[config.mk]
export PLATFORM = sky130hd
export DESIGN_NAME = or1k_dbg_stall_unit
export DESIGN_NICKNAME = d
export VERILOG_FILES = /design/src/rtl/or1k_dbg_stall_unit.sv
export SDC_FILE = /design/constraint.sdc
export NUM_CORES = 1
export LEC_CHECK = 0
export ABC_CLOCK_PERIOD_IN_PS = 3290
export BUFFER_PORTS_ARGS = -buffer_cell sky130_fd_sc_hd__clkbuf_2
export CORE_AREA = 4 4 41 43
export CTS_BUF_LIST = sky130_fd_sc_hd__clkbuf_8
export CTS_CLUSTER_DIAMETER = 60
export DETAILED_ROUTE_END_ITERATION = 16
export DIE_AREA = 0 0 45 47
export PLACE_DENSITY_LB_ADDON = 0.08
export SETUP_SLACK_MARGIN = 0.3
export SYNTH_ARGS = -nofsm -noshare
export SYNTH_HDL_FRONTEND = slang
export SYNTH_SLANG_ARGS = --single-unit
[constraint.sdc]
create_clock -name cpu_clk_i -period 3.29 [get_ports cpu_clk_i]
set_clock_uncertainty 0.1 [all_clocks]
set_input_delay 0.1645 -clock cpu_clk_i [delete_from_list [all_inputs] [get_ports cpu_clk_i]]
set_output_delay 0.1645 -clock cpu_clk_i [all_outputs]
set_load 0.02 [all_outputs]
[src/rtl/or1k_dbg_stall_unit.sv]
// OR1K debug stall/reset responder in the CPU clock domain.
// Freezes and drains the pipeline on debug stops and drives the breakpoint handshake.
module or1k_dbg_stall_unit #(
    parameter int DRAIN_TIMEOUT = 255
) (
    input  logic       cpu_clk_i,
    input  logic       rst_i,
    input  logic       dbg_stall_i,
    input  logic       dbg_rst_i,
    input  logic       retire_i,
    input  logic       trap_i,
    input  logic       step_en_i,
    input  logic       bus_busy_i,
    output logic       bp_o,
    output logic       freeze_o,
    output logic       halted_o,
    output logic       core_rst_o,
    output logic [1:0] stop_reason_o,
    output logic       timeout_o
);

    localparam int CW = $clog2(DRAIN_TIMEOUT + 1);
    localparam logic [CW-1:0] LAST = CW'(DRAIN_TIMEOUT - 1);

    typedef enum logic [1:0] {
        RUN    = 2'd0,
        DRAIN  = 2'd1,
        HALTED = 2'd2
    } state_t;

    state_t          r_state;
    state_t          w_state_nxt;
    logic            r_bp;
    logic            w_bp_nxt;
    logic [1:0]      r_reason;
    logic [1:0]      w_reason_nxt;
    logic [CW-1:0]   r_cnt;
    logic [CW-1:0]   w_cnt_nxt;
    logic            r_timeout;
    logic            w_timeout_nxt;
    logic            r_core_rst;

    always_ff @(posedge cpu_clk_i) begin
        if (rst_i) begin
            r_state    <= RUN;
            r_bp       <= 1'b0;
            r_reason   <= 2'b00;
            r_cnt      <= '0;
            r_timeout  <= 1'b0;
            r_core_rst <= 1'b0;
        end else begin
            r_state    <= w_state_nxt;
            r_bp       <= w_bp_nxt;
            r_reason   <= w_reason_nxt;
            r_cnt      <= w_cnt_nxt;
            r_timeout  <= w_timeout_nxt;
            r_core_rst <= dbg_rst_i;
        end
    end

    always_comb begin
        w_state_nxt   = r_state;
        w_bp_nxt      = r_bp;
        w_reason_nxt  = r_reason;
        w_cnt_nxt     = r_cnt;
        w_timeout_nxt = r_timeout;
        if (dbg_rst_i) begin
            w_state_nxt  = RUN;
            w_bp_nxt     = 1'b0;
            w_reason_nxt = 2'b00;
            w_cnt_nxt    = '0;
        end else begin
            // Debug side acknowledges a breakpoint by holding stall high
            if (r_bp && dbg_stall_i)
                w_bp_nxt = 1'b0;
            case (r_state)
                RUN: begin
                    if (retire_i && (trap_i || step_en_i || dbg_stall_i) ||
                        dbg_stall_i) begin
                        w_state_nxt   = DRAIN;
                        w_cnt_nxt     = '0;
                        w_timeout_nxt = 1'b0;
                    end
                    if (retire_i && trap_i) begin
                        w_bp_nxt     = 1'b1;
                        w_reason_nxt = 2'b10;
                    end else if (retire_i && step_en_i) begin
                        w_bp_nxt     = 1'b1;
                        w_reason_nxt = 2'b11;
                    end else if (dbg_stall_i) begin
                        w_reason_nxt = 2'b01;
                    end
                end
                DRAIN: begin
                    if (r_cnt != {CW{1'b1}})
                        w_cnt_nxt = r_cnt + CW'(1);
                    if (!bus_busy_i) begin
                        w_state_nxt = HALTED;
                    end else if (r_cnt == LAST) begin
                        w_state_nxt   = HALTED;
                        w_timeout_nxt = 1'b1;
                    end
                end
                HALTED: begin
                    if (!dbg_stall_i && !r_bp)
                        w_state_nxt = RUN;
                end
                default: w_state_nxt = RUN;
            endcase
        end
    end

    assign bp_o          = r_bp;
    assign freeze_o      = (r_state != RUN);
    assign halted_o      = (r_state == HALTED);
    assign core_rst_o    = r_core_rst;
    assign stop_reason_o = r_reason;
    assign timeout_o     = r_timeout;

endmodule

==> results.json, run 1 <==
{
  "status": "finished clean",
  "max_cap_viol_count": 0,
  "nets": 110,
  "cts_hold_buf": 0,
  "setup_ws_ns": 1.71,
  "start_util_pct": 55.9,
  "clk_root_buffer_cell": "clkbuf_8",
  "max_freq_ghz": 0.634,
  "end_kind": "flop",
  "die_area_um2": 2120,
  "yosys_warnings": 0,
  "io_pins": 15,
  "synth_edf_count": 0,
  "cp_max_fo": 6,
  "fillers": 122,
  "timing.rr.start": "r_cnt[1]",
  "dieWidth_um": 45,
  "place.gp.congestion": 0.865,
  "core_um2": 1300,
  "hold-worst-slack_ns": 0.0215,
  "place_ws_ns": 1.72,
  "syn-cell-area_um2": 727,
  "netlist.area_leader.share_pct": 41.3,
  "grt_pass1_wl_mm": 2.57,
  "antenna_cells": 0,
  "synth_ff_type": "dfxtp_1",
  "drc": 0,
  "hpwl_mm": 1.12,
  "grtUsageTotal_pct": 17.5,
  "top_layer": "met4",
  "met3_wirelength_um": 70,
  "final.period_utilization_pct": 47.9,
  "hold-path-cell-count": 2,
  "cp.required_ns": 3.33,
  "critical_path_class": "flop to flop",
  "vias": 622,
  "clk_latency_ns": 0.25,
  "min-delay-start": "rst_i",
  "ir_drop_mv": 0.342,
  "ys_ff_latch": 15,
  "wl_met2_um": 704,
  "met1_length_um": 668,
  "io_buffers": 14,
  "cts_buffer_depth": 2,
  "synth_area_per_cell_um2": 8.87,
  "synth_top_area_cell": "dfxtp_1",
  "worst_pin_slew_ns": 0.366,
  "synth_nets": 92,
  "cts_made_buffers": 3,
  "total_leakage_power_nw": 0.341,
  "finalPower_mw": 0.364,
  "slew_viol_final": 0,
  "crit_arrival_ns": 1.62,
  "period_needed_ns": 1.58,
  "antenna_found_initial": 0,
  "htreeDepth": 1,
  "ys_async_sr_fraction_pct": 0,
  "rr_worst_depth": 5,
  "cts_tree": "built",
  "cp-startpoint": "r_cnt[1]",
  "numClockSinks": 15,
  "hold_end": "core_rst_o",
  "postSynthCellCount": 82,
  "cts.repair.resized": 0,
  "cp-start-kind": "flop",
  "maxSlewHeadroom_pct": 75.5,
  "synth-seq-area-share_pct": 41.3,
  "first_iter_violations": 1,
  "ant_nets": 0,
  "via_per_inst": 5.46,
  "synth_common_cells": "dfxtp_1, nor2_1, a21oi_1, nand2_1, nand3_1",
  "rsz0062_at_grt": "false",
  "final-hold-violation-count": 0,
  "area_delta_synth_final_pct": 17.9,
  "drive_above_1_share_pct": 23.2,
  "placementRows": 13,
  "wl_per_cell_um": 13.0,
  "post_cts_buffers": 0,
  "wl_mm": 1.49,
  "setup_viol_count_final": 0,
  "netlist-cell-type-count": 28,
  "clk_pin_slew_worst_paths_ns": 0.06,
  "first_pass_iters": 3,
  "hold_class": "input port to flop",
  "grt_max_degree": 9,
  "die_y_um": 47,
  "grt_pass1_vias": 642,
  "grt_remaining_overflow": 0,
  "synth.most_common_cell": "dfxtp_1",
  "setup_tns_ns": 0,
  "ys_top_cells_by_area": "dfxtp_1, nor2_1, a21oi_1",
  "r2r-end": "r_cnt[1]",
  "p_per_area_nw_per_um2": 424,
  "rrSetupSlack_ns": 1.71
}
[cell usage in the layout (no fill, tap or decap), drive strengths merged]
cell type	count
a2111oi	2
a21bo	1
a21oi	6
a311oi	1
and2	1
and3	2
and4	1
and4b	1
clkbuf	17
dfxtp	15
ha	2
inv	4
nand2	6
nand2b	2
nand3	5
nand4	3
nand4b	1
nor2	9
nor2b	4
o211ai	2
o21a	2
o21ai	4
or2	1
or3	1
xnor2	3
xor2	3
[worst max-delay path by stage]
stage	slack [ns]	to	cells past startpoint
2_1_floorplan	1.90	r_cnt[7]	4
3_3_place_gp	1.78	r_cnt[1]	5
3_5_place_dp	1.72	r_cnt[2]	5
4_1_cts	1.70	r_cnt[3]	5
5_1_grt	1.54	r_cnt[1]	5
6_report	1.71	r_cnt[1]	5
[sequential cells by signal, indices dropped and copies added, names as in the netlist]
signal,cells
stop_reason_o,2
bp_o,1
r_cnt,8
core_rst_o,1
r_state,2
timeout_o,1
[layer usage]
| metal | global-route usage (%) | vias up |
|---|---|---|
| met5 | 0 | - |
| met4 | 14.6 | 0 |
| met3 | 3.45 | 6 |
| met2 | 27.1 | 17 |
| met1 | 20.7 | 275 |
| li1 | - | 324 |
[where the power goes]
group / total (mW) / internal, mW / switching, mW
Combinational: 0.0306 / 0.0119 / 0.0188
Clock: 0.145 / 0.0826 / 0.0627
Sequential: 0.188 / 0.185 / 0.00240
[metrics by stage]
| stage | instance area, um^2 | util, % | cells |
|---|---|---|---|
| floorplan | 727 | - | 82 |
| global placement | 812 | 62.4 | 110 |
| detailed placement | 812 | 62.4 | 110 |
| CTS | 857 | 65.9 | 114 |
| global route | 857 | 65.9 | 114 |
| finish | 857 | 65.9 | 114 |
[cell type report]
| type | count | area (um^2) | area share (%) |
|---|---|---|---|
| Tap cell | 15 | 18.8 | 2.19 |
| Timing Repair Buffer | 14 | 70.1 | 8.18 |
| Multi-Input combinational cell | 63 | 412 | 48.0 |
| Clock buffer | 3 | 41.3 | 4.82 |
| Sequential cell | 15 | 300 | 35.0 |
| Inverter | 3 | 11.3 | 1.31 |
| Clock inverter | 1 | 3.75 | 0.438 |
[cells by family (layout without fill, tap and decap cells)]
logic type	Yosys count	in the layout	share of synthesized area (%)
AOI/OAI and AO/OA	18	18	17.7
buffers and inverters	4	21	2.06
adders and majority gates	2	2	3.44
and+or+nand+nor	37	37	28.2
DFF	15	15	41.3
xor gates and xnor gates	6	6	7.23
[worst max-delay path, stage by stage, from the launching register on]
cell     delay [ns]
dfxtp_1        0.39
ha_1           0.32
nand3_1        0.17
o21ai_1        0.24
nor2_1         0.07
o21a_1         0.18
Power figures use the tool's default switching activity.
==> inputs of run 2 (changes only) <==
--- a/config.mk
+++ b/config.mk
@@ -5,13 +5,13 @@
 export SDC_FILE = /design/constraint.sdc
 export NUM_CORES = 1
 export LEC_CHECK = 0
-export ABC_CLOCK_PERIOD_IN_PS = 3290
+export ABC_CLOCK_PERIOD_IN_PS = 1300
 export BUFFER_PORTS_ARGS = -buffer_cell sky130_fd_sc_hd__clkbuf_2
-export CORE_AREA = 4 4 41 43
+export CORE_MARGIN = 4
+export CORE_UTILIZATION = 49
 export CTS_BUF_LIST = sky130_fd_sc_hd__clkbuf_8
 export CTS_CLUSTER_DIAMETER = 60
 export DETAILED_ROUTE_END_ITERATION = 16
-export DIE_AREA = 0 0 45 47
 export PLACE_DENSITY_LB_ADDON = 0.08
 export SETUP_SLACK_MARGIN = 0.3
 export SYNTH_ARGS = -nofsm -noshare
==> constraint.sdc (replaced) <==
create_clock -name cpu_clk_i -period 1.3 [get_ports cpu_clk_i]
set_clock_uncertainty 0.1 [all_clocks]
set_input_delay 0.065 -clock cpu_clk_i [delete_from_list [all_inputs] [get_ports cpu_clk_i]]
set_output_delay 0.065 -clock cpu_clk_i [all_outputs]
set_load 0.02 [all_outputs]
==> run 2 against run 1 <==
Compared with the run above: the flow now finishes with violations (setup timing); count of clock-buffer cells in the layout is the same; power grew to 2.7 times the previous value; critical path depth grew 1; worst setup slack lost 1.8 ns; largest power group unchanged; largest cell class unchanged; first-iteration DRC count grew to 21 times the previous value; sequential cell count is the same; maximum frequency grew 13%; final cell count grew 15%; wire length grew 44%; core utilization grew 22 points; clock power grew to 2.6 times the previous value; critical path type unchanged; sequential share of layout area shrank 7.7 points.
==> results.json, run 2 (same netlist as run 1, synthesis figures left out) <==
{
  "place_ws_ns": -0.0707,
  "max_freq_ghz": 0.714,
  "hpwl_mm": 1.28,
  "p_per_area_nw_per_um2": 823,
  "final.period_utilization_pct": 108,
  "timing.rr.start": "r_state[1]",
  "power_switching_mw": 0.240,
  "failed_checks": "setup timing",
  "wl_per_cell_um": 16.3,
  "utilization_pct": 87.4,
  "cts_made_buffers": 3,
  "cp_max_fo": 4,
  "total_leakage_power_nw": 0.456,
  "numClockSinks": 15,
  "crit_buf_inv": 2,
  "hold-worst-slack_ns": 0.0337,
  "r2r-end": "timeout_o",
  "die_y_um": 46.5,
  "clk_pin_slew_worst_paths_ns": 0.06,
  "max_stage_delay_ns": 0.37,
  "cts_tree": "built",
  "cp.required_ns": 1.39,
  "clock_power_share_pct": 38.5,
  "drc": 0,
  "internal_power_mw": 0.731,
  "postPlaceCellArea_um2": 911,
  "sw_frac_of_total_pct": 24.7,
  "place.gp.congestion": 0.802,
  "pwr-share-seq_pct": 48.7,
  "hold_class": "input port to flop",
  "first_pass_iters": 4,
  "grt_pass1_vias": 739,
  "nets": 127,
  "dp_cells": 119,
  "cp-start-kind": "flop",
  "cp_slowest_cell": "or3_4",
  "area_delta_synth_final_pct": 62.3,
  "die_area_um2": 2160,
  "clk_latency_ns": 0.25,
  "grtUsageTotal_pct": 23.7,
  "path_delay_family": "simple AND/OR/NAND/NOR gates",
  "design_area_um2": 1180,
  "vias": 744,
  "grt_remaining_overflow": 0,
  "setup_ws_ns": -0.100,
  "min-delay-start": "bus_busy_i",
  "antenna_found_initial": 0,
  "end_kind": "flop",
  "io_buffers": 14,
  "slew_viol_final": 0,
  "period_needed_ns": 1.40,
  "critical_path_class": "flop to flop",
  "cts_buffer_depth": 2,
  "crit_chain": "buf_6, nor2b_1, buf_4, nand2_2, or3_4, a21oi_2",
  "via_per_inst": 5.68,
  "htreeDepth": 1,
  "layout_common_cells": "clkbuf_2, nor2_1, buf_6",
  "worst_pin_slew_ns": 0.267,
  "largest_reg_flops": 8,
  "wl_mm": 2.13,
  "dieWidth_um": 46.5,
  "power_frac_comb_pct": 12.8,
  "clk_root_buffer_cell": "clkbuf_8",
  "grt_max_degree": 9,
  "rsz0062_at_grt": "true",
  "core_um2": 1350,
  "hold_end": "r_state[1]",
  "drive_above_1_share_pct": 52.6,
  "grt_pass1_wl_mm": 3.39,
  "status": "complete, but fails checks",
  "maxSlewHeadroom_pct": 82.0,
  "final_common_cell": "clkbuf_2",
  "rr_worst_depth": 6,
  "rrSetupSlack_ns": -0.10,
  "final-hold-violation-count": 0,
  "placementRows": 13,
  "antenna_cells": 0,
  "top_register": "r_cnt",
  "final_cells": 131,
  "setup_viol_count_final": 8,
  "first_iter_violations": 21,
  "ant_nets": 0,
  "start_util_pct": 53.8,
  "crit_arrival_ns": 1.49,
  "hold-path-cell-count": 3,
  "max_cap_viol_count": 0,
  "io_pins": 15,
  "ir_drop_mv": 0.570
}
## run 2: worst max-delay path by stage
stage,from,endpoint,slack [ns],cells past startpoint
3_3_place_gp,r_cnt[0],r_cnt[7],-0.05,4
3_5_place_dp,r_cnt[0],r_cnt[7],-0.07,4
6_report,r_state[1],timeout_o,-0.10,6
5_1_grt,r_state[1],timeout_o,-0.16,6
4_1_cts,r_state[1],timeout_o,-0.06,6
2_1_floorplan,r_cnt[5],timeout_o,-0.02,4
## run 2: through the flow
stage | setup TNS [ns] | total power [mW]
2_1_floorplan | -0.0185 | 0.535
3_3_place_gp | -0.199 | 0.573
3_5_place_dp | -0.420 | 0.575
4_1_cts | -0.219 | 0.961
5_1_grt | -0.958 | 1.01
6_report | -0.351 | 0.971
## run 2: worst register-to-register path, cell delays in order, from the launching register on
cell,delay (ns)
dfxtp_2,0.32
buf_6,0.12
nor2b_1,0.10
buf_4,0.14
nand2_2,0.04
or3_4,0.37
a21oi_2,0.14
## run 2: per-layer routing
layer | GRT usage [%] | vias up | share of wire [%]
li1 | - | 363 | -
met2 | 37.9 | 15 | 48
met3 | 8.98 | 7 | 4.2
met4 | 16.5 | 0 | 2.9
met5 | 0 | - | 0
met1 | 25.2 | 359 | 44
## run 2: cell type report
| class | instances | area [um^2] |
|---|---|---|
| Clock buffer | 3 | 41.3 |
| Tap cell | 15 | 18.8 |
| Inverter | 3 | 11.3 |
| Timing Repair Buffer | 31 | 239 |
| Fill cell | 60 | 170 |
| Clock inverter | 1 | 3.75 |
| Multi-Input combinational cell | 63 | 543 |
| Sequential cell | 15 | 323 |
## run 2: what timing repair did
item | in CTS | in global routing
hold buffers | 5 | 0
gates resized for setup | 21 | 12
endpoints found under the hold margin | 4 | 0
gates cloned | 0 | 0
setup buffers | 2 | 1
pin swaps | 14 | 4
endpoints found under the setup margin | 16 | 16
## run 2: power groups by stage
stage	combinational (mW)	sequential, mW	clock [mW]
2_1_floorplan	0.0416	0.494	0
5_1_grt	0.135	0.473	0.400
4_1_cts	0.114	0.473	0.374
3_5_place_dp	0.0882	0.487	0
3_3_place_gp	0.0864	0.486	0
6_report	0.124	0.473	0.374
==> inputs of run 3 (changes only) <==
--- a/config.mk
+++ b/config.mk
@@ -5,14 +5,14 @@
 export SDC_FILE = /design/constraint.sdc
 export NUM_CORES = 1
 export LEC_CHECK = 0
-export ABC_CLOCK_PERIOD_IN_PS = 1300
+export ABC_CLOCK_PERIOD_IN_PS = 1400
 export BUFFER_PORTS_ARGS = -buffer_cell sky130_fd_sc_hd__clkbuf_2
-export CORE_MARGIN = 4
-export CORE_UTILIZATION = 49
+export CORE_UTILIZATION = 54
 export CTS_BUF_LIST = sky130_fd_sc_hd__clkbuf_8
 export CTS_CLUSTER_DIAMETER = 60
 export DETAILED_ROUTE_END_ITERATION = 16
 export PLACE_DENSITY_LB_ADDON = 0.08
+export RECOVER_POWER = 50
 export SETUP_SLACK_MARGIN = 0.3
 export SYNTH_ARGS = -nofsm -noshare
 export SYNTH_HDL_FRONTEND = slang
==> constraint.sdc (replaced) <==
create_clock -name cpu_clk_i -period 1.4 [get_ports cpu_clk_i]
set_clock_uncertainty 0.1 [all_clocks]
set_input_delay 0.07 -clock cpu_clk_i [delete_from_list [all_inputs] [get_ports cpu_clk_i]]
set_output_delay 0.07 -clock cpu_clk_i [all_outputs]
set_load 0.02 [all_outputs]
==> run 3 against run 2 <==
Compared with the run above: the flow now stops in global routing (5_1_grt); area after synthesis stayed put; synthesized cell count stayed put.
==> results.json, run 3 <==
{
  "status": "aborted with a tool error",
  "stop_stage": "global routing (5_1_grt)",
  "first-error": "[ERROR DPL-0038] Utilization greater than 100%, impossible to legalize",
  "clk_root_buffer_cell": "clkbuf_8",
  "endpoint_type": "register input",
  "synth_area_per_cell_um2": 8.87,
  "yosys_warnings": 0,
  "syn-cell-area_um2": 727,
  "start_util_pct": 62.1,
  "synth.most_common_cell": "dfxtp_1",
  "numClockSinks": 15,
  "synth-seq-area-share_pct": 41.3,
  "cts_buffer_depth": 2,
  "ys_async_sr_fraction_pct": 0,
  "synth_edf_count": 0,
  "htreeDepth": 1,
  "io_buffers": 14,
  "place.gp.congestion": 0.770,
  "synth_ff_type": "dfxtp_1",
  "io_pins": 15,
  "netlist-cell-type-count": 28,
  "synth_top_area_cell": "dfxtp_1",
  "die_y_um": 38.7,
  "hpwl_mm": 1.15,
  "synth_common_cells": "dfxtp_1, nor2_1, a21oi_1, nand2_1, nand3_1",
  "ys_ff_latch": 15,
  "postSynthCellCount": 82,
  "grt_max_degree": 9,
  "grt-worst-endpoint": "timeout_o$_SDFFE_PP0P_/D",
  "placementRows": 12,
  "ys_top_cells_by_area": "dfxtp_1, nor2_1, a21oi_1",
  "cts_made_buffers": 3,
  "dieWidth_um": 38.7,
  "netlist.area_leader.share_pct": 41.3,
  "synth_nets": 92
}
==> run 3: metrics by stage <==
stage	util (%)	std cells	area, um^2	hold slack (ns)	worst slack (ns)
2_1_floorplan	-	82	749	0.0391	0.0789
3_3_place_gp	75.0	115	878	0.171	0.0351
3_5_place_dp	75.0	115	878	0.175	0.00788
4_1_cts	95.4	132	1120	0.00459	0.0618
==> run 3: logic make-up after synthesis <==
| logic type | Yosys count | synth area share, % |
|---|---|---|
| XOR/XNOR | 6 | 7.23 |
| AND/OR/NAND/NOR | 37 | 28.2 |
| buffers and inverters | 4 | 2.06 |
| AO/OA/AOI/OAI | 18 | 17.7 |
| flip-flops | 15 | 41.3 |
| adder cells (fa/ha/maj) | 2 | 3.44 |
==> run 3: what timing repair did <==
action,CTS
pin swaps,20
setup endpoints to repair,14
hold buffers,4
buffers inserted,9
endpoints found under the hold margin,3
resized for setup,24
==> inputs of run 4 (changes only) <==
==> config.mk (replaced) <==
export PLATFORM = sky130hd
export DESIGN_NAME = or1k_dbg_stall_unit
export DESIGN_NICKNAME = d
export VERILOG_FILES = /design/src/rtl/or1k_dbg_stall_unit.sv
export SDC_FILE = /design/constraint.sdc
export NUM_CORES = 1
export LEC_CHECK = 0
export ABC_CLOCK_PERIOD_IN_PS = 1400
export BUFFER_PORTS_ARGS = -buffer_cell sky130_fd_sc_hd__clkbuf_2
export CORE_AREA = 2 2 63 65
export DETAILED_ROUTE_END_ITERATION = 16
export DIE_AREA = 0 0 65 67
export PLACE_DENSITY_LB_ADDON = 0.15
export RECOVER_POWER = 50
export SYNTH_ARGS = -nofsm -noshare
export SYNTH_HDL_FRONTEND = slang
export SYNTH_SLANG_ARGS = --single-unit
==> run 4 against run 3 <==
Compared with the run above: the run now ends clean.
==> results.json, run 4 (same netlist as run 1, synthesis figures left out) <==
{
  "clk_root_buffer_cell": "clkbuf_8",
  "hold-path-cell-count": 3,
  "ir_drop_mv": 0.577,
  "sw_frac_of_total_pct": 23.6,
  "final_cells": 168,
  "design_area_um2": 1140,
  "largest_reg_flops": 8,
  "hold_class": "input port to flop",
  "wl_mm": 1.83,
  "end_kind": "flop",
  "cts_made_buffers": 3,
  "postPlaceCellArea_um2": 951,
  "total_leakage_power_nw": 0.426,
  "power_frac_comb_pct": 10.6,
  "die_area_um2": 4360,
  "numClockSinks": 15,
  "cts_tree": "built",
  "first_iter_violations": 15,
  "use_met1_pct": 11.4,
  "maxSlewHeadroom_pct": 71.0,
  "rr_worst_depth": 5,
  "wl_per_cell_um": 10.9,
  "grtUsageMet2_pct": 16.8,
  "power_switching_mw": 0.210,
  "setup_viol_count_final": 0,
  "critical_path_class": "flop to flop",
  "multi_input_area_um2": 467,
  "first_pass_iters": 4,
  "p_per_area_nw_per_um2": 781,
  "clk_pin_slew_worst_paths_ns": 0.06,
  "hold-worst-slack_ns": 0.0450,
  "grt_pass1_wl_mm": 3.15,
  "place_ws_ns": -0.160,
  "setup_tns_ns": 0,
  "clk_latency_ns": 0.25,
  "fillers": 399,
  "grt.busiest_layer": "met2",
  "setup_ws_ns": 0.0329,
  "drive_above_1_share_pct": 38.3,
  "grt_remaining_overflow": 0,
  "grt.met3_usage_pct": 3.04,
  "dieWidth_um": 65,
  "clock_power_share_pct": 39.7,
  "drc": 0,
  "slew_viol_final": 0,
  "via_per_inst": 4.18,
  "rsz0062_at_grt": "true",
  "die_y_um": 67,
  "period_needed_ns": 1.37,
  "cp-start-kind": "flop",
  "internal_power_mw": 0.681,
  "vias": 703,
  "status": "finished clean",
  "ant_nets": 0,
  "io_pins": 15,
  "start_util_pct": 20.2,
  "max_cap_viol_count": 0,
  "placementRows": 22,
  "htreeDepth": 1,
  "cp_max_fo": 5,
  "max_freq_ghz": 0.731,
  "nets": 131,
  "final.period_utilization_pct": 97.6,
  "layout_common_cells": "buf_4, nor2_1, clkbuf_2",
  "core_um2": 3610,
  "antenna_cells": 0,
  "antenna_found_initial": 0,
  "hpwl_mm": 1.33,
  "cp.required_ns": 1.44,
  "area_delta_synth_final_pct": 57.0,
  "top_register": "r_cnt",
  "pwr-share-seq_pct": 49.6,
  "crit_arrival_ns": 1.40,
  "grt_max_degree": 9,
  "dp_cells": 156,
  "regArea_um2": 309,
  "place.gp.congestion": 0.788,
  "io_buffers": 14,
  "final-hold-violation-count": 0,
  "final_common_cell": "buf_4",
  "grt_pass1_vias": 714,
  "cts_buffer_depth": 2,
  "worst_pin_slew_ns": 0.432,
  "grtUsageTotal_pct": 9.51
}
## run 4: per-layer routing
metal  part of all wire (%)  up-vias  routed length (um)
met4                   0.44        0                   8
met5                      0        -                   0
met2                     51       11                 944
met3                    3.0        2                  55
li1                       -      366                   -
met1                     45      324                 825
## run 4: path summary, 6_finish.rpt
path,start,slack [ns],end
worst min register to register,stop_reason_o[1],0.37,stop_reason_o[1]
worst max register to register,r_cnt[5],0.03,r_cnt[3]
worst max-delay path,r_cnt[5],0.03,r_cnt[3]
worst min-delay path,dbg_stall_i,0.05,bp_o
## run 4: area by class of cell
type                    instances  area share (%)
repair buffers                 35            21.8
flip-flops and latches         15            27.1
well taps                      48            5.26
multi-input cells              63            40.9
clock buffers                   4            3.95
inverters                       3           0.987
## run 4: timing repair
action                                 4_1_cts  5_1_grt
endpoints found under the hold margin        4        0
gates resized for setup                     13        7
pin swaps                                    6        7
setup endpoints to repair                    7       10
hold buffers                                 5        0
cloned                                       0        0
setup buffers                                0        3
## run 4: worst max-delay path, cell delays in order (launching register included)
cell	delay, ns
dfxtp_2	0.34
buf_6	0.10
nand4_1	0.21
o211ai_1	0.28
xor2_1	0.18
nor2_1	0.05
## run 4: through the flow
step / power [mW] / util (%)
CTS: 0.912 / 30.3
global placement: 0.536 / 26.4
finish: 0.891 / 31.6
floorplan: 0.495 / -
detailed placement: 0.536 / 26.4
global route: 0.934 / 31.6
## run 4: power groups by stage
stage	sequential [mW]	clock (mW)	combinational, mW
floorplan	0.457	0	0.0374
global placement	0.451	0	0.0847
detailed placement	0.451	0	0.0852
CTS	0.442	0.373	0.0969
global route	0.444	0.384	0.106
finish	0.442	0.354	0.0948
